--- config.mk ---
export PLATFORM = sky130hd
export DESIGN_NAME = axi_lite_to_dm_slave_flat
export DESIGN_NICKNAME = d
export VERILOG_FILES = /design/src/rtl/axi_lite_to_dm_slave_if.sv /design/src/rtl/axi_lite_to_dm_slave.sv /design/src/flat_wrapper.sv
export SDC_FILE = /design/constraint.sdc
export NUM_CORES = 1
export LEC_CHECK = 0
export BUFFER_PORTS_ARGS = -buffer_cell sky130_fd_sc_hd__buf_2
export CAP_MARGIN = 30
export CORE_MARGIN = 5
export CORE_UTILIZATION = 43
export CTS_CLUSTER_DIAMETER = 150
export DETAILED_ROUTE_END_ITERATION = 12
export GPL_ROUTABILITY_DRIVEN = 0
export PLACE_DENSITY = 0.77
export SLEW_MARGIN = 5
export SYNTH_ARGS = -nofsm -noshare
export SYNTH_HDL_FRONTEND = slang
export SYNTH_SLANG_ARGS = --single-unit
--- constraint.sdc ---
create_clock -name clk -period 1.7 [get_ports clk]
set_input_delay 0.085 -clock clk [delete_from_list [all_inputs] [get_ports clk]]
set_output_delay 0.085 -clock clk [all_outputs]
set_load 0.1 [all_outputs]
--- src/rtl/axi_lite_to_dm_slave_if.sv ---
// AXI-Lite bus bundle between the SoC interconnect and the debug-module bridge.
//   master : interconnect side (drives AW/W/AR channels and B/R ready)
//   slave  : bridge side (drives AW/W/AR ready and B/R responses)
interface axi_lite_to_dm_slave_if;
  logic [31:0] s_awaddr;
  logic        s_awvalid;
  logic        s_awready;
  logic [31:0] s_wdata;
  logic [3:0]  s_wstrb;
  logic        s_wvalid;
  logic        s_wready;
  logic [1:0]  s_bresp;
  logic        s_bvalid;
  logic        s_bready;
  logic [31:0] s_araddr;
  logic        s_arvalid;
  logic        s_arready;
  logic [31:0] s_rdata;
  logic [1:0]  s_rresp;
  logic        s_rvalid;
  logic        s_rready;

  modport master (
    output s_awaddr, s_awvalid, s_wdata, s_wstrb, s_wvalid, s_bready,
           s_araddr, s_arvalid, s_rready,
    input  s_awready, s_wready, s_bresp, s_bvalid, s_arready,
           s_rdata, s_rresp, s_rvalid
  );

  modport slave (
    input  s_awaddr, s_awvalid, s_wdata, s_wstrb, s_wvalid, s_bready,
           s_araddr, s_arvalid, s_rready,
    output s_awready, s_wready, s_bresp, s_bvalid, s_arready,
           s_rdata, s_rresp, s_rvalid
  );
endinterface

--- src/rtl/axi_lite_to_dm_slave.sv ---
// AXI-Lite slave bridge into the debug module's fixed-latency slave port.
// Each AXI-Lite read or write becomes a single-cycle req strobe on the dm_*
// side; the result is returned as an OKAY AXI-Lite response.
// Ports:
//   clk, rst_n       clock, synchronous active-low reset
//   s                AXI-Lite slave bus (axi_lite_to_dm_slave_if.slave)
//   dm_req_o/we_o    request strobe / write enable
//   dm_addr_o        word-aligned, DM_ADDR_MASK-masked address
//   dm_be_o/wdata_o  byte enables / write data
//   dm_rdata_i       read data, valid READ_LATENCY cycles after dm_req_o
//   state_o          current FSM state (debug)
module axi_lite_to_dm_slave #(
  parameter logic [31:0] DM_ADDR_MASK = 32'h0000_0FFF,
  parameter int unsigned READ_LATENCY = 1  // 1..4
) (
  input  logic                          clk,
  input  logic                          rst_n,
  axi_lite_to_dm_slave_if.slave         s,
  output logic                          dm_req_o,
  output logic                          dm_we_o,
  output logic [31:0]                   dm_addr_o,
  output logic [3:0]                    dm_be_o,
  output logic [31:0]                   dm_wdata_o,
  input  logic [31:0]                   dm_rdata_i,
  output logic [2:0]                    state_o
);

  typedef enum logic [2:0] {
    IDLE      = 3'd0,
    W_COLLECT = 3'd1,
    W_REQ     = 3'd2,
    W_RESP    = 3'd3,
    R_REQ     = 3'd4,
    R_WAIT    = 3'd5,
    R_RESP    = 3'd6
  } state_e;

  // Word alignment folded into the mask so every address bit is consumed.
  localparam logic [31:0] ADDR_KEEP = DM_ADDR_MASK & 32'hFFFF_FFFC;

  state_e      state_q, state_d;
  logic        aw_got_q, aw_got_d;
  logic        w_got_q, w_got_d;
  logic [31:0] awaddr_q, awaddr_d;
  logic [31:0] wdata_q, wdata_d;
  logic [3:0]  wstrb_q, wstrb_d;
  logic [31:0] rdata_q, rdata_d;
  logic [1:0]  cnt_q, cnt_d;
  logic [31:0] dm_addr_q, dm_addr_d;
  logic [3:0]  dm_be_q, dm_be_d;
  logic [31:0] dm_wdata_q, dm_wdata_d;

  logic accept_w, aw_hs, w_hs, ar_hs, aw_now, w_now;

  // Readies are gated by rst_n so nothing is accepted while reset is held.
  assign accept_w    = rst_n && (state_q == IDLE || state_q == W_COLLECT);
  assign s.s_awready = accept_w && !aw_got_q;
  assign s.s_wready  = accept_w && !w_got_q;
  assign s.s_arready = rst_n && (state_q == IDLE) && !s.s_awvalid && !s.s_wvalid;

  assign aw_hs  = s.s_awvalid && s.s_awready;
  assign w_hs   = s.s_wvalid && s.s_wready;
  assign ar_hs  = s.s_arvalid && s.s_arready;
  assign aw_now = aw_got_q || aw_hs;
  assign w_now  = w_got_q || w_hs;

  // State register
  always_ff @(posedge clk) begin
    if (!rst_n) state_q <= IDLE;
    else        state_q <= state_d;
  end

  // Next-state logic
  always_comb begin
    state_d = state_q;
    case (state_q)
      IDLE, W_COLLECT: begin
        if (aw_now && w_now)      state_d = W_REQ;
        else if (aw_now || w_now) state_d = W_COLLECT;
        else if (ar_hs)           state_d = R_REQ;
      end
      W_REQ:   state_d = W_RESP;
      W_RESP:  if (s.s_bready) state_d = IDLE;
      R_REQ:   state_d = R_WAIT;
      R_WAIT:  if (cnt_q == 2'd0) state_d = R_RESP;
      R_RESP:  if (s.s_rready) state_d = IDLE;
      default: state_d = IDLE;
    endcase
  end

  // FSM outputs
  always_comb begin
    dm_req_o   = 1'b0;
    dm_we_o    = 1'b0;
    s.s_bvalid = 1'b0;
    s.s_rvalid = 1'b0;
    case (state_q)
      W_REQ: begin
        dm_req_o = (wstrb_q != '0);
        dm_we_o  = 1'b1;
      end
      W_RESP:  s.s_bvalid = 1'b1;
      R_REQ:   dm_req_o   = 1'b1;
      R_RESP:  s.s_rvalid = 1'b1;
      default: ;
    endcase
  end

  // Datapath next-state: capture AW/W halves, load dm outputs on entry to a
  // request state so they are valid during the strobe and hold afterwards.
  always_comb begin
    aw_got_d   = aw_got_q;
    w_got_d    = w_got_q;
    awaddr_d   = awaddr_q;
    wdata_d    = wdata_q;
    wstrb_d    = wstrb_q;
    rdata_d    = rdata_q;
    cnt_d      = cnt_q;
    dm_addr_d  = dm_addr_q;
    dm_be_d    = dm_be_q;
    dm_wdata_d = dm_wdata_q;

    if (aw_hs) begin
      aw_got_d = 1'b1;
      awaddr_d = s.s_awaddr;
    end
    if (w_hs) begin
      w_got_d = 1'b1;
      wdata_d = s.s_wdata;
      wstrb_d = s.s_wstrb;
    end
    if (state_d == W_REQ && state_q != W_REQ) begin
      aw_got_d   = 1'b0;
      w_got_d    = 1'b0;
      dm_addr_d  = awaddr_d & ADDR_KEEP;
      dm_be_d    = wstrb_d;
      dm_wdata_d = wdata_d;
    end
    if (ar_hs) dm_addr_d = s.s_araddr & ADDR_KEEP;

    if (state_q == R_REQ) cnt_d = 2'(READ_LATENCY - 1);
    else if (state_q == R_WAIT && cnt_q != 2'd0) cnt_d = cnt_q - 2'd1;

    if (state_q == R_WAIT && cnt_q == 2'd0) rdata_d = dm_rdata_i;
  end

  always_ff @(posedge clk) begin
    if (!rst_n) begin
      aw_got_q   <= 1'b0;
      w_got_q    <= 1'b0;
      awaddr_q   <= '0;
      wdata_q    <= '0;
      wstrb_q    <= '0;
      rdata_q    <= '0;
      cnt_q      <= '0;
      dm_addr_q  <= '0;
      dm_be_q    <= '0;
      dm_wdata_q <= '0;
    end else begin
      aw_got_q   <= aw_got_d;
      w_got_q    <= w_got_d;
      awaddr_q   <= awaddr_d;
      wdata_q    <= wdata_d;
      wstrb_q    <= wstrb_d;
      rdata_q    <= rdata_d;
      cnt_q      <= cnt_d;
      dm_addr_q  <= dm_addr_d;
      dm_be_q    <= dm_be_d;
      dm_wdata_q <= dm_wdata_d;
    end
  end

  assign s.s_bresp  = '0;
  assign s.s_rresp  = '0;
  assign s.s_rdata  = rdata_q;
  assign dm_addr_o  = dm_addr_q;
  assign dm_be_o    = dm_be_q;
  assign dm_wdata_o = dm_wdata_q;
  assign state_o    = state_q;

endmodule

--- src/flat_wrapper.sv ---
// flat-port wrapper written by rule: the top's interface ports become plain ports
module axi_lite_to_dm_slave_flat 
#(
  parameter logic [31:0] DM_ADDR_MASK = 32'h0000_0FFF,
  parameter int unsigned READ_LATENCY = 1         
)
  (clk, rst_n, dm_req_o, dm_we_o, dm_addr_o, dm_be_o, dm_wdata_o, dm_rdata_i, state_o, s_s_awaddr, s_s_awvalid, s_s_wdata, s_s_wstrb, s_s_wvalid, s_s_bready, s_s_araddr, s_s_arvalid, s_s_rready, s_s_awready, s_s_wready, s_s_bresp, s_s_bvalid, s_s_arready, s_s_rdata, s_s_rresp, s_s_rvalid);
  axi_lite_to_dm_slave_if s_i ();
  input  logic clk;
  input  logic rst_n;
  output logic dm_req_o;
  output logic dm_we_o;
  output logic [31:0] dm_addr_o;
  output logic [3:0] dm_be_o;
  output logic [31:0] dm_wdata_o;
  input  logic [31:0] dm_rdata_i;
  output logic [2:0] state_o;
  input wire logic [$bits(s_i.s_awaddr)-1:0] s_s_awaddr;
  input wire logic [$bits(s_i.s_awvalid)-1:0] s_s_awvalid;
  input wire logic [$bits(s_i.s_wdata)-1:0] s_s_wdata;
  input wire logic [$bits(s_i.s_wstrb)-1:0] s_s_wstrb;
  input wire logic [$bits(s_i.s_wvalid)-1:0] s_s_wvalid;
  input wire logic [$bits(s_i.s_bready)-1:0] s_s_bready;
  input wire logic [$bits(s_i.s_araddr)-1:0] s_s_araddr;
  input wire logic [$bits(s_i.s_arvalid)-1:0] s_s_arvalid;
  input wire logic [$bits(s_i.s_rready)-1:0] s_s_rready;
  output wire logic [$bits(s_i.s_awready)-1:0] s_s_awready;
  output wire logic [$bits(s_i.s_wready)-1:0] s_s_wready;
  output wire logic [$bits(s_i.s_bresp)-1:0] s_s_bresp;
  output wire logic [$bits(s_i.s_bvalid)-1:0] s_s_bvalid;
  output wire logic [$bits(s_i.s_arready)-1:0] s_s_arready;
  output wire logic [$bits(s_i.s_rdata)-1:0] s_s_rdata;
  output wire logic [$bits(s_i.s_rresp)-1:0] s_s_rresp;
  output wire logic [$bits(s_i.s_rvalid)-1:0] s_s_rvalid;
  assign s_i.s_awaddr = s_s_awaddr;
  assign s_i.s_awvalid = s_s_awvalid;
  assign s_i.s_wdata = s_s_wdata;
  assign s_i.s_wstrb = s_s_wstrb;
  assign s_i.s_wvalid = s_s_wvalid;
  assign s_i.s_bready = s_s_bready;
  assign s_i.s_araddr = s_s_araddr;
  assign s_i.s_arvalid = s_s_arvalid;
  assign s_i.s_rready = s_s_rready;
  assign s_s_awready = s_i.s_awready;
  assign s_s_wready = s_i.s_wready;
  assign s_s_bresp = s_i.s_bresp;
  assign s_s_bvalid = s_i.s_bvalid;
  assign s_s_arready = s_i.s_arready;
  assign s_s_rdata = s_i.s_rdata;
  assign s_s_rresp = s_i.s_rresp;
  assign s_s_rvalid = s_i.s_rvalid;
  axi_lite_to_dm_slave #(.DM_ADDR_MASK(DM_ADDR_MASK), .READ_LATENCY(READ_LATENCY)) u_core (.clk(clk), .rst_n(rst_n), .s(s_i), .dm_req_o(dm_req_o), .dm_we_o(dm_we_o), .dm_addr_o(dm_addr_o), .dm_be_o(dm_be_o), .dm_wdata_o(dm_wdata_o), .dm_rdata_i(dm_rdata_i), .state_o(state_o));
endmodule
==> After elaboration in Yosys (flattened, before gate mapping) <==
Index checks and enable logic that the tools add are counted.
{ "word_totals": {"ff_bits": 133, "inputBits": 139, "out_inout_bits": 114, "elab_cells": 67} }
{ "op_classes": {"add_sub_neg": 1, "n_eq_ne": 8, "mux": 16, "bitwise_logic": 1, "n_reduce_logical": 29} }
{ "ops": {"columns": ["operator", "count"], "rows": [
  ["2-to-1 mux 12 bit", 3],
  ["2-to-1 mux 32 bit", 1],
  ["2-to-1 mux 3 bit", 6],
  ["case mux 3 bit (6 select lines)", 1],
  ["logical AND 1 bit", 13],
  ["== test 3 x 2 -> 1 bit, second input constant", 3],
  ["== test 3 bit, second input constant", 3],
  ["OR reduction 2 bit", 3],
  ["zero test 1 bit", 4],
  ["logical OR 1 bit", 4],
  ["2-to-1 mux 4 bit", 1],
  ["nonzero test 2 bit", 2],
  ["nonzero test 4 bit", 1],
  ["== test 3 x 1 -> 1 bit, second input constant", 1],
  ["zero test 3 bit", 1],
  ["2-to-1 mux 1 bit", 3],
  ["!= test 3 x 2 -> 1 bit, second input constant", 1],
  ["zero test 2 bit", 1],
  ["case mux 1 bit (2 select lines)", 1],
  ["subtractor 2 x 1 -> 2 bit, second input constant", 1],
  ["NOT 1 bit", 1]
]} }

==> Longest topological paths before layout <==
{ "logic_depth": {"depth_word": 14, "mapped_depth": 7, "mapped_depth_nobuf": 5} }

==> Worst setup path after synthesis <==
Ideal clock, no wire load.
{ "synth_path": {"kind": "register to output", "startpoint": "reg u_core.state_q[1] (netlist: u_core.state_o[1])", "endpoint": "out dm_req_o", "arrival_time_ns": 3.057, "path_slack_ns": -1.442, "path_stages_with_launch": 5, "n_path_buf": 1, "cell_sequence": "dfxtp_1 -> clkbuf_1 -> nor2b_1 -> o41ai_1 -> a21oi_1"} }
{ "synth_between": {"elab_chain_cells": 2} }
{ "synth_lines": {"columns": ["element", "line", "rtl"], "rows": [
  ["from (decl)", "axi_lite_to_dm_slave.sv:41", "state_e state_q, state_d;"],
  ["from (signal assigned)", "axi_lite_to_dm_slave.sv:70", "else state_q <= state_d;"],
  ["== test 3 bit / == test 3 x 2 -> 1 bit (equally long branches)", "axi_lite_to_dm_slave.sv:97", "case (state_q)"],
  ["case mux 1 bit (2 select lines) *", "axi_lite_to_dm_slave.sv:97", null],
  ["to (decl)", "flat_wrapper.sv:11", "output logic dm_req_o;"]
]} }
Mark *: on every way between the ends. The rest lies on a longest branch, timed or not.

==> Worst setup path after layout <==
{ "layout_path": {"startpoint": "reg u_core.state_q[1] (netlist: u_core.state_o[1])", "endpoint": "out s_s_awready"} }
{ "layout_between": {"elab_chain_cells": 4} }
{ "layout_lines": {"columns": ["element", "line", "rtl"], "rows": [
  ["== test 3 x 1 -> 1 bit / zero test 3 bit (equally long branches)", "axi_lite_to_dm_slave.sv:56", "assign accept_w = rst_n && (state_q == IDLE || state_q == W_COLLECT);"],
  ["logical OR 1 bit *", "axi_lite_to_dm_slave.sv:56", null],
  ["logical AND 1 bit *", "axi_lite_to_dm_slave.sv:56", null],
  ["logical AND 1 bit *", "axi_lite_to_dm_slave.sv:57", "assign s.s_awready = accept_w && !aw_got_q;"],
  ["to (decl)", "flat_wrapper.sv:27", "output wire logic [$bits(s_i.s_awready)-1:0] s_s_awready;"]
]} }
Marks and branches as above.

==> qor.txt <==
status: finished with violations
failing checks: negative setup slack
Syn. warnings: 0
Post-Route WL: 20.69 mm
Pwr Total: 10.25 mW
Worst path max stage delay: 0.53 ns
Ports: 253
pre-CTS WS: -0.1874 ns
CTS Buf Count: 17
first-pass GRT wire length: 31.24 mm
Core Area: 13720 um2
Tmin final: 1.779 ns
crit start category: flip-flop
DR WL/cell: 18.44 um
row cnt: 43
vias in the first global route: 6108
Hold Fails Final Rpt: 0
pwr dens: 1101 nW/um2
GRT overflow: 0
root buf cell: clkbuf_16
DP Area: 7486 um2
storage element area: 2634 um2
Crit path max-delay family: simple AND/OR/NAND/NOR gates
largest net degree at the start of global routing: 38
vias per cell: 5.647
CP arrival: 1.69 ns
fin crit share: 104.7%
crit path cell chain: buf_8, or4b_4, inv_4, buf_12
initial antenna violation count: 1
max_cap viols: 0
Worst Path Required: 1.62 ns
Slew Limit Fails: 0
Mapped Cells: 662
DR pass1 iterations: 5
Netlist cell types: 40
final setup vio count: 24
RSZ-0062 raised after global routing: true
most frequent cells in the layout: buf_2, dfxtp_1, a21oi_1
Seq/Total Area, Yosys: 44.02%
Die W: 127.7 um
Synth top area share: 44.02%
Least-Margin Pin Slew: 0.5392 ns
cell area after synthesis: 5958 um2
FILL cells: 976
I/O Buffers: 182
Rel. slew slack: 64.30%
Synth area leader: dfxtp_1
Sink Count: 131
Setup Crit Path Kind: flip-flop to output port
area grow syn2layout: 56.30%
antenna viol nets, final: 0
layout cell share with drive strength beyond 1: 41.60%
Clock transition at path regs: 0.05 ns
fin nets: 1069
most common cell after layout, fill and taps aside: buf_2
GRT Resource Usage Total: 23.96%
HP Class: primary input to flip-flop
Detailed Route Iter0 Violations: 393
Design Area, Final: 9313 um2
Synth area leaders: dfxtp_1, a311oi_2, a21oi_1, a31oi_1, nand3_2
chip height: 127.7 um
area occupied by multi-input gates: 3281 um2
Max IR drop VDD: 0.0006920 V
Max Root-Sink Buffers: 2
Worst-Skew Late Latency: 0.42 ns
H-tree depth: 4
Synth Area per Inst: 9.000 um2
highest clock rate: 562.1 MHz
hpwl dp: 12.07 mm
Residual DRC: 0
P_leak: 3.656 nW
total die area: 16310 um2
Final Skew: 0.005904 ns
Initial Util: 43.43%
sum of buffers and inverters on the critical path: 3
Via Count: 6336
TritonCTS clock tree: yes
CP max-delay cell: or4b_4
crit-path max FO: 7
worst setup margin: -0.07905 ns
Crit. End Element: output port
flops & latches, synth: 131
-- synth_stat cells, drive strengths merged --
master	instances
conb	1
or4	1
dfxtp	131
o41ai	1
a32o	1
o2bb2ai	1
clkinv	1
inv	16
or2	1
a31oi	48
a21o	2
and3	2
o21ai	50
nand4	1
a311oi	36
nand2	75
and3b	1
a21oi	85
nor3	1
and4b	1
nor2b	2
nand3	47
a211oi	12
nor2	4
nand2b	2
ha	1
nor4b	1
and2	3
or4b	4
nand4b	21
clkbuf	49
buf	49
nor3b	1
o311a	10
-- stage by stage --
| step | hold WS [ns] | utilization [%] | TNS, ns | cells |
|---|---|---|---|---|
| CTS | 0.0005854 | 67.54 | -3.075 | 1119 |
| finish | 0.02246 | 67.88 | -0.5114 | 1122 |
| global route | 0.01526 | 67.86 | -2.059 | 1121 |
| detailed placement | 0.3313 | 54.56 | -6.521 | 997 |
| global placement | 0.3253 | 54.56 | -4.736 | 997 |
| floorplan | 0.2210 | - | -1.676 | 687 |
-- worst paths after layout --
| check | start | end | slack, ns | cells after the start |
|---|---|---|---|---|
| worst max register to register | u_core.state_o[2] | u_core.dm_wdata_o[24] | -0.06 | 6 |
| worst max-delay path | u_core.state_o[1] | s_s_awready | -0.08 | 4 |
| worst min-delay path | s_s_araddr[9] | u_core.dm_addr_o[9] | 0.02 | 3 |
| worst min register to register | u_core.s.s_rdata[21] | u_core.s.s_rdata[21] | 0.45 | 2 |
-- tightest hold or removal path, cell delays in order --
cell and delay (ns):
buf_2 0.07, nand4b_1 0.09, o311a_1 0.15
-- sequential cells by signal, indices dropped and copies added (netlist names) --
| signal | cells |
|---|---|
| u_core.dm_wdata_o | 32 |
| u_core.s.s_rdata | 32 |
| u_core.wstrb_q | 4 |
| u_core.cnt_q | 2 |
| u_core.aw_got_q | 1 |
| u_core.awaddr_q | 10 |
| u_core.state_o | 3 |
| u_core.w_got_q | 1 |
| u_core.dm_be_o | 4 |
| u_core.wdata_q | 32 |
| u_core.dm_addr_o | 10 |
-- routing by layer --
| metal | up-vias | share of wire, % | track usage (%) |
|---|---|---|---|
| met5 | - | 0 | 0 |
| met4 | 0 | 4.2 | 12.80 |
| met3 | 62 | 7.5 | 5.917 |
| met2 | 307 | 49 | 39.36 |
| met1 | 3029 | 39 | 28.94 |
| li1 | 2938 | - | - |
-- area by class of cell --
class	instances	share of cell area, %
Multi-Input combinational cell	441	35.23
Sequential cell	131	28.28
Timing Repair Buffer	321	26.87
Clock buffer	27	5.844
Tap cell	180	2.418
Inverter	17	0.8733
Clock inverter	3	0.4299
Antenna cell	2	0.05374
-- logic make-up (layout without fill, tap and decap cells) --
group | after synthesis | count (layout) | synth area share, %
compound gates | 246 | 246 | 28.62
fa+ha+maj | 1 | 1 | 0.2100
buf+inv | 115 | 368 | 10.02
flops | 131 | 131 | 44.02
other cells | 1 | 28 | 0.06294
simple gates | 168 | 168 | 17.07
-- repair_timing --
action / CTS / global route
gates resized for setup: 59 / 8
buffers inserted: 11 / 3
hold buffers: 80 / 0
gates cloned: 1 / 1
endpoints found under the hold margin: 114 / 0
endpoints found under the setup margin: 76 / 85
pin swaps: 2 / 4
-- power by group --
group	internal, mW	switching, mW
clock network	2.31	1.27
logic	0.975	2.29
registers	3.27	0.140
total	6.56	3.70
Power figures use the tool's default switching activity.
